$ cat src/rtl/fp_mult_pkg.sv
// Shared types and helpers for the pipelined IEEE-754 multiplier.
// Operand classes, flag bit positions, bias and canonical quiet-NaN builders.
package fp_mult_pkg;

  typedef enum logic [1:0] {
    ZERO = 2'd0,
    NORM = 2'd1,
    INF  = 2'd2,
    NAN  = 2'd3
  } fp_class_e;

  localparam int FLG_INEXACT   = 0;
  localparam int FLG_UNDERFLOW = 1;
  localparam int FLG_OVERFLOW  = 2;
  localparam int FLG_INVALID   = 3;
  localparam int FLG_W         = 4;

  function automatic int fp_bias(input int exp_w);
    return (1 << (exp_w - 1)) - 1;
  endfunction

  // Wide enough for any practical format; callers slice off the low W bits.
  function automatic logic [127:0] fp_qnan(input int exp_w, input int man_w);
    logic [127:0] r;
    r = (((128'd1 << exp_w) - 128'd1) << man_w) | (128'd1 << (man_w - 1));
    return r;
  endfunction

endpackage

$ cat src/rtl/fp_mult_pipe_if.sv
// Operand/result handshake bundle for fp_mult_pipe.
// master = producer/consumer side, slave = the multiplier.
interface fp_mult_pipe_if
  import fp_mult_pkg::*;
#(
  parameter int EXP_W = 8,
  parameter int MAN_W = 23
);
  localparam int W = 1 + EXP_W + MAN_W;

  logic             in_valid;
  logic             in_ready;
  logic [W-1:0]     a;
  logic [W-1:0]     b;
  logic             out_valid;
  logic             out_ready;
  logic [W-1:0]     result;
  logic [FLG_W-1:0] flags;

  modport master (
    output in_valid, a, b, out_ready,
    input  in_ready, out_valid, result, flags
  );

  modport slave (
    input  in_valid, a, b, out_ready,
    output in_ready, out_valid, result, flags
  );

endinterface

$ cat src/rtl/mant_mult_pipe.sv
// Registered unsigned N x N multiplier forming the product stage; 1 cycle.
// The register holds its value while i_en is low so a stall freezes it.
module mant_mult_pipe #(
  parameter int N = 24
) (
  input  logic           clk,
  input  logic           rst_n,
  input  logic           i_en,
  input  logic [N-1:0]   i_a,
  input  logic [N-1:0]   i_b,
  output logic [2*N-1:0] o_p
);

  logic [2*N-1:0] r_p;

  always_ff @(posedge clk or negedge rst_n) begin
    if (!rst_n) begin
      r_p <= '0;
    end else if (i_en) begin
      r_p <= (2*N)'(i_a) * (2*N)'(i_b);
    end
  end

  assign o_p = r_p;

endmodule

$ cat src/rtl/fp_mult_pipe.sv
// Pipelined IEEE-754 multiplier, RNE, FTZ; out_valid 3 cycles after accept, 1/cycle.
// Backpressure: out_valid & ~out_ready freezes every stage and drops in_ready.
module fp_mult_pipe
  import fp_mult_pkg::*;
#(
  parameter int EXP_W = 8,
  parameter int MAN_W = 23
) (
  input  logic         clk,
  input  logic         rst_n,
  fp_mult_pipe_if.slave bus
);

  localparam int W    = 1 + EXP_W + MAN_W;
  localparam int EW   = EXP_W + 2;
  localparam int MW   = MAN_W + 1;
  localparam int PW   = 2 * MW;
  localparam int BIAS = fp_bias(EXP_W);
  localparam logic [127:0]  QNAN_WIDE = fp_qnan(EXP_W, MAN_W);
  localparam logic [W-1:0]  QNAN      = QNAN_WIDE[W-1:0];
  localparam logic [EW-1:0] EMAX      = EW'((1 << EXP_W) - 1);
  localparam logic [EW-1:0] EBIAS     = EW'(BIAS);

  function automatic fp_class_e classify(input logic [EXP_W-1:0] e,
                                         input logic [MAN_W-1:0] f);
    if (e == '0) return ZERO;
    if (&e)      return (f != '0) ? NAN : INF;
    return NORM;
  endfunction

  logic r_out_vld;
  logic w_adv;

  assign w_adv        = ~(r_out_vld & ~bus.out_ready);
  assign bus.in_ready = w_adv;

  // Operand capture on accept.
  logic         r_in_vld;
  logic [W-1:0] r_in_a;
  logic [W-1:0] r_in_b;

  always_ff @(posedge clk or negedge rst_n) begin
    if (!rst_n) begin
      r_in_vld <= 1'b0;
      r_in_a   <= '0;
      r_in_b   <= '0;
    end else if (w_adv) begin
      r_in_vld <= bus.in_valid;
      r_in_a   <= bus.a;
      r_in_b   <= bus.b;
    end
  end

  // S1: unpack, classify, exponent sum.
  logic [EXP_W-1:0] w_ea, w_eb;
  logic [MAN_W-1:0] w_fa, w_fb;
  fp_class_e        w_ca, w_cb, w_cls;
  logic [EW-1:0]    w_esum;
  logic [MW-1:0]    w_ma, w_mb;

  assign w_ea = r_in_a[W-2:MAN_W];
  assign w_eb = r_in_b[W-2:MAN_W];
  assign w_fa = r_in_a[MAN_W-1:0];
  assign w_fb = r_in_b[MAN_W-1:0];

  always_comb begin
    w_ca  = classify(w_ea, w_fa);
    w_cb  = classify(w_eb, w_fb);
    w_cls = NORM;
    if (w_ca == NAN || w_cb == NAN ||
        (w_ca == INF && w_cb == ZERO) || (w_ca == ZERO && w_cb == INF)) begin
      w_cls = NAN;
    end else if (w_ca == INF || w_cb == INF) begin
      w_cls = INF;
    end else if (w_ca == ZERO || w_cb == ZERO) begin
      w_cls = ZERO;
    end
    w_esum = EW'(w_ea) + EW'(w_eb) - EBIAS;
    w_ma   = (w_ca == NORM) ? {1'b1, w_fa} : '0;
    w_mb   = (w_cb == NORM) ? {1'b1, w_fb} : '0;
  end

  logic          r_s1_vld;
  logic          r_s1_sign;
  fp_class_e     r_s1_cls;
  logic [EW-1:0] r_s1_exp;
  logic [MW-1:0] r_s1_ma;
  logic [MW-1:0] r_s1_mb;

  always_ff @(posedge clk or negedge rst_n) begin
    if (!rst_n) begin
      r_s1_vld  <= 1'b0;
      r_s1_sign <= 1'b0;
      r_s1_cls  <= ZERO;
      r_s1_exp  <= '0;
      r_s1_ma   <= '0;
      r_s1_mb   <= '0;
    end else if (w_adv) begin
      r_s1_vld  <= r_in_vld;
      r_s1_sign <= r_in_a[W-1] ^ r_in_b[W-1];
      r_s1_cls  <= w_cls;
      r_s1_exp  <= w_esum;
      r_s1_ma   <= w_ma;
      r_s1_mb   <= w_mb;
    end
  end

  // S2: mantissa product, sideband travels alongside.
  logic [PW-1:0] w_prod;
  logic          r_s2_vld;
  logic          r_s2_sign;
  fp_class_e     r_s2_cls;
  logic [EW-1:0] r_s2_exp;

  mant_mult_pipe #(.N(MW)) u_mant (
    .clk   (clk),
    .rst_n (rst_n),
    .i_en  (w_adv),
    .i_a   (r_s1_ma),
    .i_b   (r_s1_mb),
    .o_p   (w_prod)
  );

  always_ff @(posedge clk or negedge rst_n) begin
    if (!rst_n) begin
      r_s2_vld  <= 1'b0;
      r_s2_sign <= 1'b0;
      r_s2_cls  <= ZERO;
      r_s2_exp  <= '0;
    end else if (w_adv) begin
      r_s2_vld  <= r_s1_vld;
      r_s2_sign <= r_s1_sign;
      r_s2_cls  <= r_s1_cls;
      r_s2_exp  <= r_s1_exp;
    end
  end

  // S3: normalise so the leading one sits just above w_pn, then round to nearest even.
  logic             w_norm;
  logic [PW-2:0]    w_pn;
  logic [MAN_W-1:0] w_frac;
  logic             w_lsb, w_guard, w_sticky;
  logic [MW-1:0]    w_rnd;
  logic [EW-1:0]    w_efin;
  logic [W-1:0]     w_res;
  logic [FLG_W-1:0] w_flg;

  always_comb begin
    w_norm   = w_prod[PW-1];
    w_pn     = w_norm ? w_prod[PW-2:0] : {w_prod[PW-3:0], 1'b0};
    w_frac   = w_pn[PW-2:MW];
    w_lsb    = w_pn[MW];
    w_guard  = w_pn[MAN_W];
    w_sticky = |w_pn[MAN_W-1:0];
    w_rnd    = {1'b0, w_frac} + MW'(w_guard & (w_sticky | w_lsb));
    w_efin   = r_s2_exp + EW'(w_norm) + EW'(w_rnd[MAN_W]);
    w_res    = '0;
    w_flg    = '0;
    case (r_s2_cls)
      NAN: begin
        w_res              = QNAN;
        w_flg[FLG_INVALID] = 1'b1;
      end
      INF:  w_res = {r_s2_sign, {EXP_W{1'b1}}, {MAN_W{1'b0}}};
      ZERO: w_res = {r_s2_sign, {(W-1){1'b0}}};
      default: begin
        if ($signed(w_efin) >= $signed(EMAX)) begin
          w_res               = {r_s2_sign, {EXP_W{1'b1}}, {MAN_W{1'b0}}};
          w_flg[FLG_OVERFLOW] = 1'b1;
          w_flg[FLG_INEXACT]  = 1'b1;
        end else if (w_efin[EW-1] || w_efin == '0) begin
          w_res                = {r_s2_sign, {(W-1){1'b0}}};
          w_flg[FLG_UNDERFLOW] = 1'b1;
          w_flg[FLG_INEXACT]   = 1'b1;
        end else begin
          w_res              = {r_s2_sign, w_efin[EXP_W-1:0], w_rnd[MAN_W-1:0]};
          w_flg[FLG_INEXACT] = w_guard | w_sticky;
        end
      end
    endcase
  end

  logic [W-1:0]     r_result;
  logic [FLG_W-1:0] r_flags;

  always_ff @(posedge clk or negedge rst_n) begin
    if (!rst_n) begin
      r_out_vld <= 1'b0;
      r_result  <= '0;
      r_flags   <= '0;
    end else if (w_adv) begin
      r_out_vld <= r_s2_vld;
      if (r_s2_vld) begin
        r_result <= w_res;
        r_flags  <= w_flg;
      end
    end
  end

  assign bus.out_valid = r_out_vld;
  assign bus.result    = r_result;
  assign bus.flags     = r_flags;

endmodule
$ cat src/flat_wrapper.sv
// flat-port wrapper written by rule: the top's interface ports become plain ports
module fp_mult_pipe_flat import fp_mult_pkg::*;
#(
  parameter int EXP_W = 8,
  parameter int MAN_W = 23
)
  (clk, rst_n, bus_in_valid, bus_a, bus_b, bus_out_ready, bus_in_ready, bus_out_valid, bus_result, bus_flags);
  fp_mult_pipe_if #(.EXP_W(EXP_W), .MAN_W(MAN_W)) bus_i ();
  input  logic clk;
  input  logic rst_n;
  input wire logic [$bits(bus_i.in_valid)-1:0] bus_in_valid;
  input wire logic [$bits(bus_i.a)-1:0] bus_a;
  input wire logic [$bits(bus_i.b)-1:0] bus_b;
  input wire logic [$bits(bus_i.out_ready)-1:0] bus_out_ready;
  output wire logic [$bits(bus_i.in_ready)-1:0] bus_in_ready;
  output wire logic [$bits(bus_i.out_valid)-1:0] bus_out_valid;
  output wire logic [$bits(bus_i.result)-1:0] bus_result;
  output wire logic [$bits(bus_i.flags)-1:0] bus_flags;
  assign bus_i.in_valid = bus_in_valid;
  assign bus_i.a = bus_a;
  assign bus_i.b = bus_b;
  assign bus_i.out_ready = bus_out_ready;
  assign bus_in_ready = bus_i.in_ready;
  assign bus_out_valid = bus_i.out_valid;
  assign bus_result = bus_i.result;
  assign bus_flags = bus_i.flags;
  fp_mult_pipe #(.EXP_W(EXP_W), .MAN_W(MAN_W)) u_core (.clk(clk), .rst_n(rst_n), .bus(bus_i));
endmodule
$ cat config.mk
export PLATFORM = sky130hd
export DESIGN_NAME = fp_mult_pipe_flat
export DESIGN_NICKNAME = d
export VERILOG_FILES = /design/src/rtl/fp_mult_pkg.sv /design/src/rtl/fp_mult_pipe_if.sv /design/src/rtl/mant_mult_pipe.sv /design/src/rtl/fp_mult_pipe.sv /design/src/flat_wrapper.sv
export SDC_FILE = /design/constraint.sdc
export NUM_CORES = 2
export LEC_CHECK = 0
export CELL_PAD_IN_SITES_DETAIL_PLACEMENT = 0
export CELL_PAD_IN_SITES_GLOBAL_PLACEMENT = 1
export CORE_MARGIN = 2
export CORE_UTILIZATION = 44
export CTS_CLUSTER_DIAMETER = 120
export DETAILED_ROUTE_END_ITERATION = 8
export PLACE_DENSITY = 0.73
export SLEW_MARGIN = 40
export SYNTH_ARGS = -nofsm -noshare
export SYNTH_HDL_FRONTEND = slang
export SYNTH_SLANG_ARGS = --single-unit
$ cat constraint.sdc
create_clock -name clk -period 13.3 [get_ports clk]
set_clock_uncertainty 0.05 [all_clocks]
set_input_delay 3.325 -clock clk [delete_from_list [all_inputs] [get_ports clk]]
set_output_delay 3.325 -clock clk [all_outputs]
set_load 0.1 [all_outputs]
==> results_dict.tcl <==
set metrics [dict create \
    r2r-end "u_core.u_mant.o_p[41]" \
    wirelength_um 72200 \
    htree_levels 1 \
    postSynthCellCount 3222 \
    ys_seq_area_share_pct 19.5 \
    synth_warnings 0 \
    hold_viol 0 \
    grt_max_degree 98 \
    rr_worst_depth 24 \
    synthesis.nets 3960 \
    critPathMaxStageDelay_ns 0.56 \
    drt_iter0_markers 1181 \
    track_usage_pct 22.0 \
    dp_hpwl_um 55400 \
    finalWeightedCongestion 0.842 \
    drt_first_pass_iters 5 \
    clk_pin_slew_ns 0.06 \
    avgViaCountPerCell 5.19 \
    netlist_area_sq_um 29000 \
    fmax_ghz 0.116 \
    tns_ns 0 \
    overflow 0 \
    cap_violations 0 \
    arrival_ns 5.24 \
    synth_cell_types 67 \
    ff2ff_setup_slack_ns 5.73 \
    post_cts_buffers 0 \
    core-area_sq_um 65500 \
    cts_max_path_buffers 3 \
    clkSinkCount 226 \
    worst_pin_slew_ns 0.737 \
    drive_gt1_share_pct 5.06 \
    yosysTopAreaCellShare_pct 33.4 \
    io_buffers 105 \
    cts_tree "built" \
    relSlewSlack_pct 50.5 \
    slowest_stage "inv_6" \
    die_x_um 261 \
    ios 106 \
    vias 21318 \
    syn_to_final_growth_pct 8.45 \
    avgSynthCellArea_sq_um 9.02 \
    status "completed" \
    min_from "u_core.r_s1_exp[1]" \
    setup_viol 0 \
    hold_class "flop to flop" \
    cp-startpoint "bus_out_ready" \
    finalCriticalPeriod_ns 8.61 \
    cts_made_buffers 25 \
    crit_required_ns 9.93 \
    grt_pass1_wl_um 119000 \
    synth-edff-count 0 \
    num_rows 94 \
    antenna_found_initial 1 \
    cp-start-kind "primary input" \
    routedWlPerCell_um 17.6 \
    yosysTopAreaCell "fa_1" \
    ant_nets 0 \
    r2r_start "u_core.r_s1_ma[21]" \
    fin_util_pct 48.1 \
    crit_chain "clkdlybuf4s50_1, nor2b_4, buf_6, inv_6, buf_2" \
    cp-end-kind "output pin" \
    critPathKind "primary input to output pin" \
    async_flop_share_pct 100 \
    cp_max_fo 97 \
    root_buffer "clkbuf_16" \
    route.detailed.drc 0 \
    grt_pass1_vias 22197 \
    ys_ff_latch 226 \
    hold_buffers 0 \
    die_y_um 261 \
    worstSetupEndpoint "bus_in_ready" \
    initial_core_util_pct 44.3 \
    post_cts_resized 0 \
    yosys-top-cells-area "fa_1 (33%), dfrtp_1 (19%), nand2_1 (8.5%), ha_1 (8.0%), inv_1 (7.1%)" \
    die_area_sq_um 68100 \
    clkLatencyLatePin_ns 0.56 \
    synthFlopType "dfrtp_1" \
    timing_max_transition_violations_final 0 \
    fin_crit_sh_pct 64.8 \
    grt_setup_unrepaired "false" \
    fin_nets 3966 \
]
==> critical path, delay by kind of cell <==
kind	cells	cell delay (ns)
AND/OR/NAND/NOR	1	0.05
buffers and inverters	4	1.84
==> registers in the layout (all words and copies together) (netlist names), 2 cells and up <==
register / flops
u_core.u_mant.o_p: 48
u_core.bus.result: 32
u_core.r_in_a: 32
u_core.r_in_b: 32
u_core.r_s1_ma: 24
u_core.r_s1_mb: 24
u_core.r_s1_exp: 10
u_core.r_s2_exp: 10
u_core.bus.flags: 4
u_core.r_s1_cls: 2
u_core.r_s2_cls: 2
==> cells in the final DEF (no fill, tap or decap), drive strengths merged, types with 2 or more instances in the layout <==
| master | count |
|---|---|
| and4 | 3 |
| xor2 | 43 |
| a22o | 68 |
| a21o | 32 |
| a21boi | 5 |
| xnor2 | 51 |
| a31oi | 6 |
| nor4 | 20 |
| o21a | 4 |
| o31ai | 2 |
| o21ai | 70 |
| clkbuf | 36 |
| dfrtp | 226 |
| o22ai | 3 |
| and3 | 10 |
| nand3 | 33 |
| buf | 85 |
| ha | 186 |
| mux2i | 13 |
| o311ai | 3 |
| clkinv | 5 |
| a211oi | 6 |
| a21oi | 105 |
| mux2 | 2 |
| clkdlybuf4s50 | 66 |
| fa | 484 |
| o21bai | 5 |
| a311oi | 3 |
| and2 | 293 |
| bufinv | 2 |
| nor3 | 15 |
| a32oi | 2 |
| inv | 554 |
| nand2b | 8 |
| nand2 | 656 |
| o31a | 3 |
| nor2b | 10 |
| nand4 | 20 |
| nor2 | 92 |
==> per-stage QoR <==
step	area, sq um	hold WS [ns]	cells	setup WS [ns]
4_1_cts	31500	0.392	4107	4.43
6_report	31500	0.411	4109	4.69
2_1_floorplan	29000	0.388	3222	5.02
3_3_place_gp	30800	0.404	4064	3.57
3_5_place_dp	30600	0.406	4064	4.44
5_1_grt	31500	0.431	4108	4.52
==> synthesized netlist by cell type, drive strengths merged, types with 51 or more instances <==
cell type	count
xnor2	51
and2	293
nand2	656
nor2	92
o21ai	70
fa	484
a22o	68
clkbuf	155
inv	552
dfrtp	226
a21oi	105
ha	186
==> routing by layer <==
layer	track usage, %	wire length (um)	vias to the layer above
met5	0	0	-
li1	-	-	9841
met3	1.96	3310	98
met4	6.06	2100	0
met2	38.1	35900	491
met1	29.6	30900	10888
==> worst min-delay path by stage <==
stage,to,slack (ns),depth (start not counted)
global placement,u_core.r_s1_exp[1],0.40,2
finish,u_core.r_s2_exp[1],0.41,2
floorplan,u_core.r_s2_sign,0.39,2
global route,u_core.r_s2_exp[3],0.43,2
detailed placement,u_core.r_s1_exp[1],0.41,2
CTS,u_core.r_s2_exp[1],0.39,2
==> cells by family (layout without fill, tap and decap cells) <==
group	after synthesis	count (layout)	synth area share [%]
buffers and inverters	726	748	9.72
xor gates and xnor gates	94	94	2.83
muxes	15	15	0.525
DFF	226	226	19.5
AOI/OAI and AO/OA	326	326	7.50
adders and majority gates	670	670	41.4
and+or+nand+nor	1165	1165	18.6
other	0	1	0
==> area by class of cell <==
cell class	count	area (sq um)
Tap cell	864	1080
Multi-Input combinational cell	2270	20600
Timing Repair Buffer	152	1240
Sequential cell	226	5670
Fill cell	6238	34000
Clock inverter	8	116
Inverter	553	2080
Antenna cell	1	2.50
Clock buffer	35	723
Power is left out: the tool's default activity adds up to more than one toggle a clock period on the data nets, which glitch-free logic cannot reach.
